[config.mk]
export PLATFORM = sky130hd
export DESIGN_NAME = dispatch_sched
export DESIGN_NICKNAME = d
export VERILOG_FILES = /design/src/rtl/uarch_pkg.sv /design/src/rtl/iq_credit_ctr.sv /design/src/rtl/dispatch_sched.sv
export SDC_FILE = /design/constraint.sdc
export NUM_CORES = 1
export LEC_CHECK = 0
export CAP_MARGIN = 20
export CORE_AREA = 5 5 137 139
export DETAILED_ROUTE_END_ITERATION = 10
export DIE_AREA = 0 0 142 144
export PLACE_DENSITY = 0.68
export SYNTH_ARGS = -nofsm -noshare
export SYNTH_HDL_FRONTEND = slang
export SYNTH_SLANG_ARGS = --single-unit
[constraint.sdc]
create_clock -name clk -period 6.2 [get_ports clk]
set_input_delay 0.93 -clock clk [delete_from_list [all_inputs] [get_ports clk]]
set_output_delay 0.93 -clock clk [all_outputs]
set_load 0.005 [all_outputs]
[src/rtl/uarch_pkg.sv]
// uarch_pkg: shared decode types, queue select enum and routing helper
package uarch_pkg;
  typedef struct packed {
    logic        is_valid;
    logic        is_load;
    logic        is_store;
    logic        is_muldiv;
    logic        is_branch;
    logic        is_jump;
    logic [4:0]  rd;
    logic [31:0] pc;
  } decoded_inst_t;
  typedef enum logic [1:0] {IQ_ALU, IQ_MEM, IQ_MDU} iq_sel_e;
  typedef enum logic {PAIR, HALF} disp_state_e;
  localparam int NUM_IQ = 3;
  function automatic iq_sel_e iq_route(decoded_inst_t i);
    return (i.is_load || i.is_store) ? IQ_MEM : i.is_muldiv ? IQ_MDU : IQ_ALU;
  endfunction
endpackage

[src/rtl/iq_credit_ctr.sv]
// iq_credit_ctr: free-slot credit counter for one issue queue
module iq_credit_ctr #(
  parameter int DEPTH = 8,
  localparam int W = $clog2(DEPTH + 1)
) (
  input  logic         clk,
  input  logic         rst,
  input  logic         reload,
  input  logic [1:0]   enq_cnt,
  input  logic [1:0]   free,
  output logic [W-1:0] credits
);
  logic [W+1:0] nxt;
  assign nxt = {2'b0, credits} - {W'(0), enq_cnt} + {W'(0), free};
  always_ff @(posedge clk) begin
    credits <= (rst || reload) ? W'(DEPTH) : nxt[W-1:0];
    if (!rst && !reload)
      assert ({2'b0, credits} + {W'(0), free} >= {W'(0), enq_cnt} && nxt <= (W+2)'(DEPTH));
  end
endmodule

[src/rtl/dispatch_sched.sv]
// dispatch_sched: in-order two-wide dispatch into ALU/MEM/MDU issue queues with credits
module dispatch_sched
  import uarch_pkg::*;
#(
  parameter int ALU_DEPTH = 8,
  parameter int MEM_DEPTH = 8,
  parameter int MDU_DEPTH = 4
) (
  input  logic                clk,
  input  logic                rst,
  input  logic                flush,
  input  logic                in_val,
  output logic                in_rdy,
  input  decoded_inst_t       in_inst0,
  input  decoded_inst_t       in_inst1,
  output logic [1:0]          alu_enq_val,
  output decoded_inst_t [1:0] alu_enq_inst,
  input  logic [1:0]          alu_free,
  output logic [1:0]          mem_enq_val,
  output decoded_inst_t [1:0] mem_enq_inst,
  input  logic [1:0]          mem_free,
  output logic [1:0]          mdu_enq_val,
  output decoded_inst_t [1:0] mdu_enq_inst,
  input  logic [1:0]          mdu_free
);
  disp_state_e state, state_n;
  iq_sel_e r0, r1;
  logic pend0, d0, d1, go, e0, e1, hold;
  decoded_inst_t p0, p1;
  logic [$clog2(ALU_DEPTH+1)-1:0] alu_credits;
  logic [$clog2(MEM_DEPTH+1)-1:0] mem_credits;
  logic [$clog2(MDU_DEPTH+1)-1:0] mdu_credits;
  logic [7:0] crd [NUM_IQ];
  logic [1:0] ev [NUM_IQ];
  logic [1:0] cnt [NUM_IQ];
  decoded_inst_t [1:0] ep [NUM_IQ];
  assign crd[IQ_ALU] = 8'(alu_credits);
  assign crd[IQ_MEM] = 8'(mem_credits);
  assign crd[IQ_MDU] = 8'(mdu_credits);
  always_comb begin
    r0 = iq_route(in_inst0);
    r1 = iq_route(in_inst1);
    pend0 = state == PAIR && in_inst0.is_valid;
    d0 = state == HALF || !in_inst0.is_valid || crd[r0] != 8'd0;
    d1 = d0 && (!in_inst1.is_valid || crd[r1] >= ((pend0 && r0 == r1) ? 8'd2 : 8'd1));
    go = in_val && !flush && !rst;
    e0 = go && pend0 && d0;
    e1 = go && in_inst1.is_valid && d1;
    in_rdy = (rst || flush) ? 1'b0 : !in_val ? 1'b1 : d1;
    state_n = (rst || flush) ? PAIR : !in_val ? state : d1 ? PAIR : d0 ? HALF : state;
  end
  for (genvar q = 0; q < NUM_IQ; q++) begin : g_q
    logic a, b;
    assign a = e0 && r0 == iq_sel_e'(q);
    assign b = e1 && r1 == iq_sel_e'(q);
    assign ev[q] = {a & b, a | b};
    assign ep[q] = {in_inst1, a ? in_inst0 : in_inst1};
    assign cnt[q] = {1'b0, a} + {1'b0, b};
  end
  assign alu_enq_val = ev[IQ_ALU];
  assign mem_enq_val = ev[IQ_MEM];
  assign mdu_enq_val = ev[IQ_MDU];
  assign alu_enq_inst = ep[IQ_ALU];
  assign mem_enq_inst = ep[IQ_MEM];
  assign mdu_enq_inst = ep[IQ_MDU];
  iq_credit_ctr #(.DEPTH(ALU_DEPTH)) u_alu (.clk(clk), .rst(rst), .reload(flush), .enq_cnt(cnt[IQ_ALU]), .free(alu_free), .credits(alu_credits));
  iq_credit_ctr #(.DEPTH(MEM_DEPTH)) u_mem (.clk(clk), .rst(rst), .reload(flush), .enq_cnt(cnt[IQ_MEM]), .free(mem_free), .credits(mem_credits));
  iq_credit_ctr #(.DEPTH(MDU_DEPTH)) u_mdu (.clk(clk), .rst(rst), .reload(flush), .enq_cnt(cnt[IQ_MDU]), .free(mdu_free), .credits(mdu_credits));
  always_ff @(posedge clk) begin
    state <= state_n;
    hold <= !rst && !flush && in_val && !in_rdy;
    p0 <= in_inst0;
    p1 <= in_inst1;
    if (!rst && !flush) begin
      if (hold) assert (in_val && in_inst0 == p0 && in_inst1 == p1);
      if (state == HALF) assert (in_val);
    end
  end
endmodule

# Yosys cells after proc, flatten, opt, wreduce, memory -nomap -nowiden
# Index checks and enable logic that the tools add are counted.
# W data, S select, Z words.
classes:
  n_addsub: 9
  order_cmp: 3
  n_eq_ne: 5
  n_mux: 18
  n_bitwise: 9
  reduce_logical: 30
ops:
  columns: ["operator", "count"]
  rows:
  - ["$mux W43", 3]
  - ["$bmux W8 S2", 2]
  - ["$mux W8", 4]
  - ["$logic_and A1 B1 Y1", 15]
  - ["$mux W2", 5]
  - ["$add A4 B2 Y4", 2]
  - ["$ge A8 B2 Y1", 1]
  - ["$reduce_bool A8 Y1", 1]
  - ["$sub A4 B2 Y4", 2]
  - ["$add A1 B1 Y2", 3]
  - ["$ge A3 B3 Y1 const B", 2]
  - ["$logic_or A1 B1 Y1", 6]
  - ["$not A2 Y3", 2]
  - ["$eq A2 B1 Y1 const B", 2]
  - ["$eq A2 B2 Y1 const B", 2]
  - ["$logic_not A1 Y1", 4]
  - ["$logic_not A2 Y1", 2]
  - ["$mux W1", 4]
  - ["$add A3 B2 Y3", 1]
  - ["$and A1 B1 Y1", 3]
  - ["$or A1 B1 Y1", 3]
  - ["$sub A3 B2 Y3", 1]
  - ["$eq A2 B2 Y1", 1]
  - ["$reduce_and A2 Y1", 1]
  - ["2 further kinds", 2]
totals:
  register_bits: 12
  output_inout_bits: 265
  wordCells: 78

# Longest topological paths before layout
# Gate-level depths: netlist (run 1).
logic_depth:
  ltp_word: 14
  ltp_mapped: 19
  ltp_nobuf: 18

# Hierarchy
# From an unflattened synthesis (run 1), not the netlist that was laid out.
hier_totals:
  cells_unflattened: 416
  hier_area_um2: 4011.3
modules_own_cells:
  columns: ["mod", "instances", "cells_each", "area_each_um2", "seq_area_each_um2"]
  rows:
  - ["dispatch_sched", 1, 343, 3279.4, 20.0]
  - ["iq_credit_ctr at u_alu ...", 2, 29, 274.0, 80.1]
  - ["iq_credit_ctr at u_mdu", 1, 15, 183.9, 60.1]

# Worst setup path after synthesis (run 1)
# OpenSTA, ideal clock, no wires.
synth_path:
  path_kind: "input-to-reg"
  start: "in in_inst1[39] in the netlist's numbering"
  end: "reg u_mdu.credits[2]"
  setup_time_ps: 126
  arrival_ps: 4428
  slack_ps: 1646
  cell_stages: 19
  path_buffers: 1
  cell_sequence: "buf_2 > xnor2_1 > nand3_1 > o21ai_0 > nand2_1 > ha_1 > nand2b_1 > a21oi_1 > o2bb2ai_2 > or3_1 > fa_1 > inv_1 > fa_1 > inv_1 > ha_1 > fa_1 > xor2_1 > xnor2_1 > nand2_1"
synth_between:
  elab_chain_cells: 14
synth_rtl:
  columns: ["element", "line_no", "rtl"]
  rows:
  - ["start, declared", "dispatch_sched.sv:15", "input decoded_inst_t in_inst1,"]
  - ["$mux W2 * (2 in a row)", "uarch_pkg.sv:17", "return (i.is_load || i.is_store) ? IQ_MEM : i.is_muldiv ? IQ_MDU : IQ_ALU;"]
  - ["$not A2 Y3 (not written as such)", "dispatch_sched.sv:45", "d1 = d0 && (!in_inst1.is_valid || crd[r1] >= ((pend0 && r0 == r1) ? 8'd2 : 8'd1));"]
  - ["$bmux W8 S2", "dispatch_sched.sv:45", null]
  - ["$mux W8 (not written as such) (2 in a row)", "dispatch_sched.sv:45", null]
  - ["$ge A8 B2 Y1", "dispatch_sched.sv:45", null]
  - ["$logic_or A1 B1 Y1", "dispatch_sched.sv:45", null]
  - ["$logic_and A1 B1 Y1", "dispatch_sched.sv:45", null]
  - ["$logic_and A1 B1 Y1", "dispatch_sched.sv:48", "e1 = go && in_inst1.is_valid && d1;"]
  - ["$logic_and A1 B1 Y1 *", "dispatch_sched.sv:55", "assign b = e1 && r1 == iq_sel_e'(q);"]
  - ["$add A1 B1 Y2 *", "dispatch_sched.sv:58", "assign cnt[q] = {1'b0, a} + {1'b0, b};"]
  - ["$sub A3 B2 Y3 *", "iq_credit_ctr.sv:14", "assign nxt = {2'b0, credits} - {W'(0), enq_cnt} + {W'(0), free};"]
  - ["$add A3 B2 Y3 *", "iq_credit_ctr.sv:14", null]
  - ["end signal, assigned", "iq_credit_ctr.sv:16", "credits <= (rst || reload) ? W'(DEPTH) : nxt[W-1:0];"]
  - ["end, declared", "iq_credit_ctr.sv:11", "output logic [W-1:0] credits"]
# Every way passes the cells marked *; elsewhere a longest branch is shown, timed or not. The select of a mux whose other input is x is not followed.
# A chain may end at the register's enable or synchronous reset.

# Final worst setup path (run 1)
# Ends and elaborated chain as after synthesis.

==> results.md, run 1 <==
- TritonCTS buffer count: 3
- Pre-CTS WS: 0.795 ns
- Share of the synthesized area in the top cell type: 35.0%
- Largest area contributor in the netlist: mux2_2
- Count leader, synth: buf_4
- Worst hold stages: 2
- Post-route setup slack: between 1 and 1.5 ns
- Height of the chip: between 100 and 150 um
- Status: finished, final reports clean
- Top cells by area, synth: mux2_2 (35%), buf_4 (28%), dfxtp_1 (6.4%)
- DRC: 0
- Avg Inst Size Synth: 8.87 um2
- Synthesized instance count: 420
- Diode count: 0
- Most used cell, CP: fa_1
- Die ar.: 20400 um2
- Tot Pwr: 646 uW
- RSZ-0062 raised after global routing: false
- Critical Path RT: 6.33 ns
- Minimum clock period: around 5.2 ns
- Hold Buf Count CTS: 0
- Routed WL: approximately 16 mm
- Number of synthesized flops with an enable pin: 0
- Pleak: 0.00257 uW
- Share of layout cells above drive strength 1: 21.2%
- Nets: 770
- Synth cell count leaders: buf_4 (140), mux2_2 (116), inv_1 (33)
- Vias/cell: between 4 and 5
- Clock sinks: 12
- CTS H-Tree Depth: 1
- Initial antenna violation count: 1
- Wire length per cell: 18.2 um
- Core area: about 18000 um2
- Starting Density: between 20% and 30%
- Cell Area, Placed: 6610 um2
- Library cells used by synthesis: 39
- Final hold vios: 0
- F_max: slightly below 200 MHz
- Antenna Violating Nets Remaining: 0
- Post-synth top flop: dfxtp_1
- Design area: 6700 um2
- Final period utilization: 83.3%
- Clk pin slew, worst setup/hold paths: roughly 0.050 ns
- Mapped Nets: approximately 540
- CP max stage delay: 0.80 ns
- Slowest cell on crit path: clkdlybuf4s50_1
- Setup Fix Bufs, Post-CTS: 0
- Gr usage total: 13.6%
- Synthesized area: 3730 um2
- Critical Path Fanout Max: 14
- Synth async-reset ratio: 0%
- Setup crit end kind: register
- Max-capacitance violation count: 0
- Power per cell area: ~96 nW/um2
- Worst skew pair latency: roughly 0.24 ns
- Largest net degree at the start of global routing: 30
- Relative slew slack: 54.5%
- Final core area utilization: a little under two fifths
- Setup TNS: 0 ns
- Critical path launch point type: input port
- Final setup violation count: 0
- Worst slew pin tran: around 0.7 ns
- CTS Root Cell: clkbuf_16
- Area growth, synth to finish: 79.6%
- Site row count: 49
- Worst R2R Path Depth: 16
- Warnings from Yosys: 0
- Vias: 3610
- 1st-iter DRT viols: 64
- Final RePlAce weighted congestion: 0.804
- Width of the die: about 140 um
- Worst path arrival time: 5.29 ns
- Drt pass-1 iters: 4
- Remaining Overflow, GRT: 0
- Vias in the first global route: between 3000 and 4000
- Post_cts resized: 0
- Sequential area share after synthesis: 6.45%
- Slew Limit Fails: 0
- Worst Hold Class: reg -> reg
- Critical path class: in -> reg
- IO Count: 361
- Crit-path cells: clkdlybuf4s50_1, xnor2_1, nand3_1, o21ai_0, nand2_1, ha_1, nand2b_1, a21oi_1, o2bb2ai_2, or3_1, fa_1, inv_1, fa_1, inv_1, ha_1, fa_1, xor2_1, xnor2_1, nand2_1
- Yosys reg bits: 12
- Max clock buf depth: 2
- First-pass GRT wire length: 22.3 mm
- Filler cell count: 1808
- I/O Buffers: 360
- IR drop worst, VDD: 110 uV
- Clock Skew: about 0.0024 ns
- CTS tree: built
- DP HPWL: 13.6 mm
[cell type report]
class / instances / area [um2] / area share, %
Clock buffer: 4 / 88.8 / 1.33
Inverter: 33 / 124 / 1.85
Timing Repair Buffer: 367 / 3660 / 54.6
Tap cell: 229 / 287 / 4.28
Sequential cell: 12 / 240 / 3.59
Multi-Input combinational cell: 230 / 2300 / 34.3
[path summary, 6_finish.rpt]
check        slack [ns]          from               end
max                1.04  in_inst1[39]  u_mdu.credits[2]
min                0.48         state             state
max reg2reg        2.38         state  u_mdu.credits[2]
min reg2reg        0.48         state             state
[cell families after synthesis]
| group | synth area share, % |
|---|---|
| AND/OR/NAND/NOR | 8.90 |
| flip-flops | 6.45 |
| AO/OA/AOI/OAI | 3.32 |
| XOR/XNOR | 2.11 |
| multiplexers | 36.2 |
| adder cells (fa/ha/maj) | 10.9 |
| buffers and inverters | 32.2 |
[metal layers]
metal  wire (um)  vias to the layer above  part of all wire [%]  global-route usage (%)
met4          43                        2                  0.27                    1.16
met1        6610                     1707                    42                    18.0
li1            -                     1743                     -                       -
met3        1040                        6                   6.6                    2.48
met5          13                        -                 0.082                       0
met2        8180                      152                    51                    24.1
[sequential cells by signal, summed over array words and instances (netlist names)]
name and count:
u_mdu.credits 3, u_alu.credits 4, state 1, u_mem.credits 4
[report_power, final]
| group | internal [uW] | switching (uW) |
|---|---|---|
| combinational | 270 | 151 |
| clock | 97.6 | 35.6 |
| sequential | 83.8 | 7.06 |
| total | 452 | 194 |
[per-stage QoR]
| stage | cells | hold slack, ns |
|---|---|---|
| finish | 875 | 0.483 |
| global route | 875 | 0.511 |
| CTS | 875 | 0.486 |
| detailed placement | 871 | 0.478 |
| global placement | 871 | 0.475 |
| floorplan | 420 | 0.463 |
[placed cells by master (no fill, tap or decap), types with 2 or more instances in the layout]
cell / instances
ha_1: 18
nor4_1: 2
xor2_1: 3
nand4_1: 2
a21o_1: 2
xnor2_1: 6
or2_2: 4
inv_1: 33
or3_1: 3
nand2_1: 8
nand2b_1: 2
nor2b_1: 7
mux2_1: 2
nor3_1: 4
clkbuf_16: 3
a22o_1: 2
clkdlybuf4s50_1: 360
fa_1: 9
mux2i_1: 2
mux2_2: 116
and2_1: 6
o21ai_0: 2
nor4_2: 2
nand3_1: 2
buf_4: 7
or2_1: 2
nor2_1: 8
a21oi_1: 6
dfxtp_1: 12
[critical path, delay by kind of cell]
family,cells,cell delay [ns]
compound gates,3,0.37
xor+xnor,3,0.50
fa+ha+maj,5,1.82
buf+inv,3,0.90
simple gates,5,0.76
Note: power is estimated with default switching activity, not from simulation.
==> run 2, diff against run 1 <==
==> constraint.sdc (replaced) <==
create_clock -name clk -period 5.2 [get_ports clk]
set_input_delay 0.78 -clock clk [delete_from_list [all_inputs] [get_ports clk]]
set_output_delay 0.78 -clock clk [all_outputs]
set_load 0.005 [all_outputs]
==> results.md, run 2 (synthesis gave the netlist of run 1 again) <==
- Status: finished, final reports clean
- DP HPWL: 13.7 mm (+0.81%)
- CTS H-Tree Depth: 1 (unchanged)
- Critical Path RT: 5.34 ns (-0.99 ns)
- Clk pwr share: 20.7% (about the same)
- Minimum clock period: 4.76 ns
- Part of the power in registers: 13.9% (-0.2 points)
- CP max stage delay: 0.51 ns (-0.29 ns)
- Worst Hold Class: reg -> reg
- Slew Limit Fails: 0 (unchanged)
- Largest net degree at the start of global routing: 45 (+50%)
- I/O Buffers: 360 (unchanged)
- IO Count: 361 (unchanged)
- Relative slew slack: 59.0% (+4.4 points)
- Drt pass-1 iters: 4 (unchanged)
- Critical path class: in -> reg
- Crit-path cells: clkdlybuf4s50_1, nor2_1, nand3_1, o21ai_0, nand2_1, ha_1, nand2b_1, a21oi_1, o2bb2ai_2, or3_1, fa_1, inv_1, fa_1, inv_1, ha_1, fa_1, xor2_1, xnor2_1, nand2_1
- CTS tree: built
- DRC: 0 (unchanged)
- Routed WL: 16.0 mm (+0.70%)
- Die ar.: 20400 um2 (unchanged)
- Height of the chip: 144 um (unchanged)
- Final hold vios: 0 (unchanged)
- Core area: 17500 um2 (unchanged)
- Remaining Overflow, GRT: 0 (unchanged)
- Share of layout cells above drive strength 1: 22.4% (+1.2 points)
- Post-route setup slack: 0.435 ns (-0.602 ns)
- Worst path arrival time: 4.90 ns (-0.39 ns)
- Critical path launch point type: input port
- Most used cell, CP: fa_1
- RSZ-0062 raised after global routing: false
- Tot Pwr: 777 uW (+20%)
- Starting Density: 21.3% (unchanged)
- Diode count: 0 (unchanged)
- Pleak: 0.00262 uW (+1.9%)
- Final RePlAce weighted congestion: 0.801 (-0.35%)
- Clock sinks: 12 (unchanged)
- Final setup violation count: 0 (unchanged)
- Biggest regs: u_alu.credits: 4 flops, u_mem.credits: 4 flops, u_mdu.credits: 3 flops
- Antenna Violating Nets Remaining: 0 (unchanged)
- Nets: 780 (+1.3%)
- Vias/cell: 4.11 (-0.39%)
- Area growth, synth to finish: 81.6%
- Site row count: 49 (unchanged)
- Most common cell after layout, fill and taps aside: clkdlybuf4s50_1
- Vias in the first global route: 3577 (+2.2%)
- IR drop worst, VDD: 106 uV (-3.7%)
- Sw Share: 30.0% (about the same)
- Psw: 233 uW (+20%)
- Setup TNS: 0 ns (unchanged)
- Clock Skew: 0.00375 ns (+0.00133 ns)
- Max-capacitance violation count: 0 (unchanged)
- 1st-iter DRT viols: 89 (+39%)
- Post_cts resized: 0 (unchanged)
- Hold Slack: 0.498 ns (+0.0152 ns)
- CTS Root Cell: clkbuf_16
- Wire length per cell: 18.1 um (-0.43%)
- Setup Fix Bufs, Post-CTS: 0 (unchanged)
- TritonCTS buffer count: 3 (unchanged)
- Hold Buf Count CTS: 0 (unchanged)
- Pre-CTS WS: 0.161 ns (-0.634 ns)
- Most frequent cells in the layout: clkdlybuf4s50_1 (360), mux2_2 (116), inv_1 (33), ha_1 (18), buf_4 (17)
- Worst slew pin tran: 0.616 ns (-0.0642 ns)
- Combinational share of power: 65.5% (+0.2 points)
- Worst skew pair latency: 0.25 ns (about the same)
- Critical Path Fanout Max: 5 (-9)
- Setup crit end kind: register
- Clk pin slew, worst setup/hold paths: 0.05 ns (about the same)
- Initial antenna violation count: 1 (unchanged)
- Gr usage total: 13.7% (+0.088 points)
- Max clock buf depth: 2 (unchanged)
- Vias: 3637 (+0.75%)
- F_max: approximately 210 MHz
- First-pass GRT wire length: 22.4 mm (+0.31%)
- Final period utilization: slightly above 90%
- Int Power: 544 uW (+20%)
- Power per cell area: 115 nW/um2 (+19%)
- Slowest cell on crit path: fa_1
- Width of the die: 142 um (unchanged)
==> run 2: cell count changes in the layout (fill, tap and decap cells not counted) <==
cell | previous run | this run
buf_4 | 7 | 17
==> run 2: per-layer routing <==
layer	GRT usage [%]	vias to the layer above	share of wire [%]
met1	17.2	1711	40
met5	0	-	0.081
met3	2.68	8	7.1
li1	-	1766	-
met4	1.26	2	0.32
met2	25.2	150	52
==> run 2: area by class of cell <==
class                      instances  area [um2]
clock buffer                       4        88.8
inverter                          33         124
timing repair buffer             377        3730
fill                            1782       10800
multi-input combinational        230        2300
sequential                        12         240
tap                              229         287
==> run 2: final timing paths <==
kind	start	end	slack [ns]	cells after the start
setup / recovery	in_inst0[41]	u_mdu.credits[2]	0.44	19
setup reg to reg	state	u_mdu.credits[2]	1.43	16
hold reg to reg	state	state	0.50	2
hold / removal	state	state	0.50	2
==> run 2: stage by stage <==
step,instances,util (%),instance area (um2)
after global routing,885,38.6,6770
after detailed placement,881,38.1,6680
final,885,38.6,6770
after global placement,881,38.1,6680
after CTS,885,38.6,6770
after floorplan,420,-,3730
==> run 2: critical path, delay by kind of cell <==
family	cells	cell delay (ns)
adder cells (fa/ha/maj)	5	1.81
AND/OR/NAND/NOR	6	1.12
AO/OA/AOI/OAI	3	0.35
XOR/XNOR	2	0.33
buffers and inverters	3	0.51
==> run 2: power groups by stage <==
stage                     combinational, uW  sequential, uW  clock (uW)
after floorplan                         220             107           0
after global placement                  512             109           0
after detailed placement                513             110           0
after CTS                               517             108         164
after global routing                    549             109         165
final                                   509             108         160
==> RTL change: new RTL, flow settings as in run 2 <==
The parameter `MDU_DEPTH` goes from 4 to 2.
--- a/src/rtl/dispatch_sched.sv
+++ b/src/rtl/dispatch_sched.sv
@@ -5,5 +5,5 @@
   parameter int ALU_DEPTH = 8,
   parameter int MEM_DEPTH = 8,
-  parameter int MDU_DEPTH = 4
+  parameter int MDU_DEPTH = 2
 ) (
   input  logic                clk,
Formal check against the unedited RTL: not equivalent (Yosys sat finds a counterexample within 4 cycles, from zero or initial values).
==> RTL change against run 2 <==
  * Total power is 3.7% lower
  * Critical path depth is 1 lower
  * Largest power group unchanged
  * Cell count is 1.8% lower
  * Synthesized area is 0.67% lower
  * Via count is 2.4% lower
  * Worst setup slack better by 1.2 ps
  * Routed wire length is 1.4% higher
  * Clock power is 11% lower
  * Die area stayed put
  * Sequential cell count is 1 lower
  * Synthesized cell count is 1.9% lower
  * Design area is 2.1% lower
  * Hold slack better by 110 ps
==> RTL change: results <==
[outcome]
status = completed

[yosys]
dominantRegCellSynth = dfxtp_1
synth_common_cells = 130 x buf_4, 115 x mux2_2, 30 x inv_1
yosysUniqueCellTypes = 40
synth_nets = 533
ys_top_cells_by_area = mux2_2 35%, buf_4 26%, dfxtp_1 5.9%
async_flop_share = 0
synthCells = 412
yosysWarningCount = 0
synth_seq_area_share = 0.0595

[placed_design]
dp.final_hpwl_mm = 13.9
place_congestion = 0.813
placed_area_um2 = 6550
port_buffers = 360

[drt]
vias_per_cell = 4.08
drt_iter0_markers = 66
first_pass_iters = 4
drt_wl_total_mm = 16.2

[clocking]
clockBufferDepth = 2
clk_pin_slew_ps = 40
post_cts_buffers = 0
clk_latency_ps = 240
cts_max_level = 1
cts_buffers = 3
ctsResizeCount = 0
cts_root_buf = clkbuf_16

[grt]
grt_use_total = 0.141
gr-usage-met3 = 0.0255
grt_util_met2 = 0.251
antenna_found_initial = 0
grt_max_degree = 45
grt_pass1_wl_mm = 22.6
grt_util_met1 = 0.179
grt_pass1_vias = 3521

[cells_and_area]
final_nets = 762
fin_cells = 869
fill_cells = 1780
n_antenna_cell = 0
top_regs = u_alu.credits (4), u_mem.credits (4), u_mdu.credits (2)
drive_above_1_share = 0.220

[sta]
tightest_slew_ps = 619
finClkSkew_ps = 0.574

[worst_setup_path]
cp.arrival_ps = 4900
path_delay_family = adder cells
critPathSlowestCell = clkdlybuf4s50_1
max_stage_delay_ps = 730
crit_fanout = 10

[worst_hold_path]
hold_path_class = reg2reg

[power_and_ir_drop]
p_sw_w = 0.000230
leakagePower_nw = 2.57
ir_worst_vdd_mv = 0.149
RTL change: metrics by stage:
stage | utilization | setup slack (ps) | hold WS, ps
global route | 0.378 | 171 | 642
global placement | 0.374 | 254 | 570
CTS | 0.378 | 439 | 614
finish | 0.378 | 436 | 604
floorplan | - | 857 | 547
detailed placement | 0.374 | 206 | 608
RTL change: path summary, 6_finish.rpt:
| kind | to | start | slack (ps) | cells past startpoint |
|---|---|---|---|---|
| hold reg to reg | state | state | 600 | 2 |
| setup reg to reg | u_alu.credits[2] | u_mdu.credits[0] | 1530 | 16 |
| hold / removal | state | state | 600 | 2 |
| setup / recovery | u_alu.credits[2] | in_inst1[39] | 440 | 18 |
RTL change: kinds of logic after synthesis:
logic type	after synthesis	synth area share
XOR/XNOR	10	0.0237
AO/OA/AOI/OAI	19	0.0392
flip-flops	11	0.0595
adder cells (fa/ha/maj)	25	0.101
AND/OR/NAND/NOR	52	0.0784
multiplexers	120	0.364
buffers and inverters	175	0.334
RTL change: power by group through the flow:
stage	registers, W	logic, W	clock network [W]
floorplan	0.0000984	0.000222	0
global placement	0.000101	0.000508	0
detailed placement	0.000101	0.000510	0
CTS	0.000100	0.000513	0.000146
global route	0.000101	0.000547	0.000152
finish	0.000100	0.000505	0.000143
RTL change: final cells by class:
class,count,area (µm²),area share
Clock buffer,4,78.8,0.0119
Inverter,30,113,0.0170
Multi-Input combinational cell,226,2250,0.339
Sequential cell,11,220,0.0332
Tap cell,229,287,0.0432
Timing Repair Buffer,369,3680,0.556
RTL change: layer usage:
layer	up-vias	part of all wire
met5	-	0
met4	0	0.016
met3	11	0.068
met2	132	0.51
met1	1680	0.40
li1	1725	-
RTL change: worst min-delay path, stage by stage, from the launching register on:
cell,delay [ps]
dfxtp_1,310
o22ai_1,160
a211oi_1,70
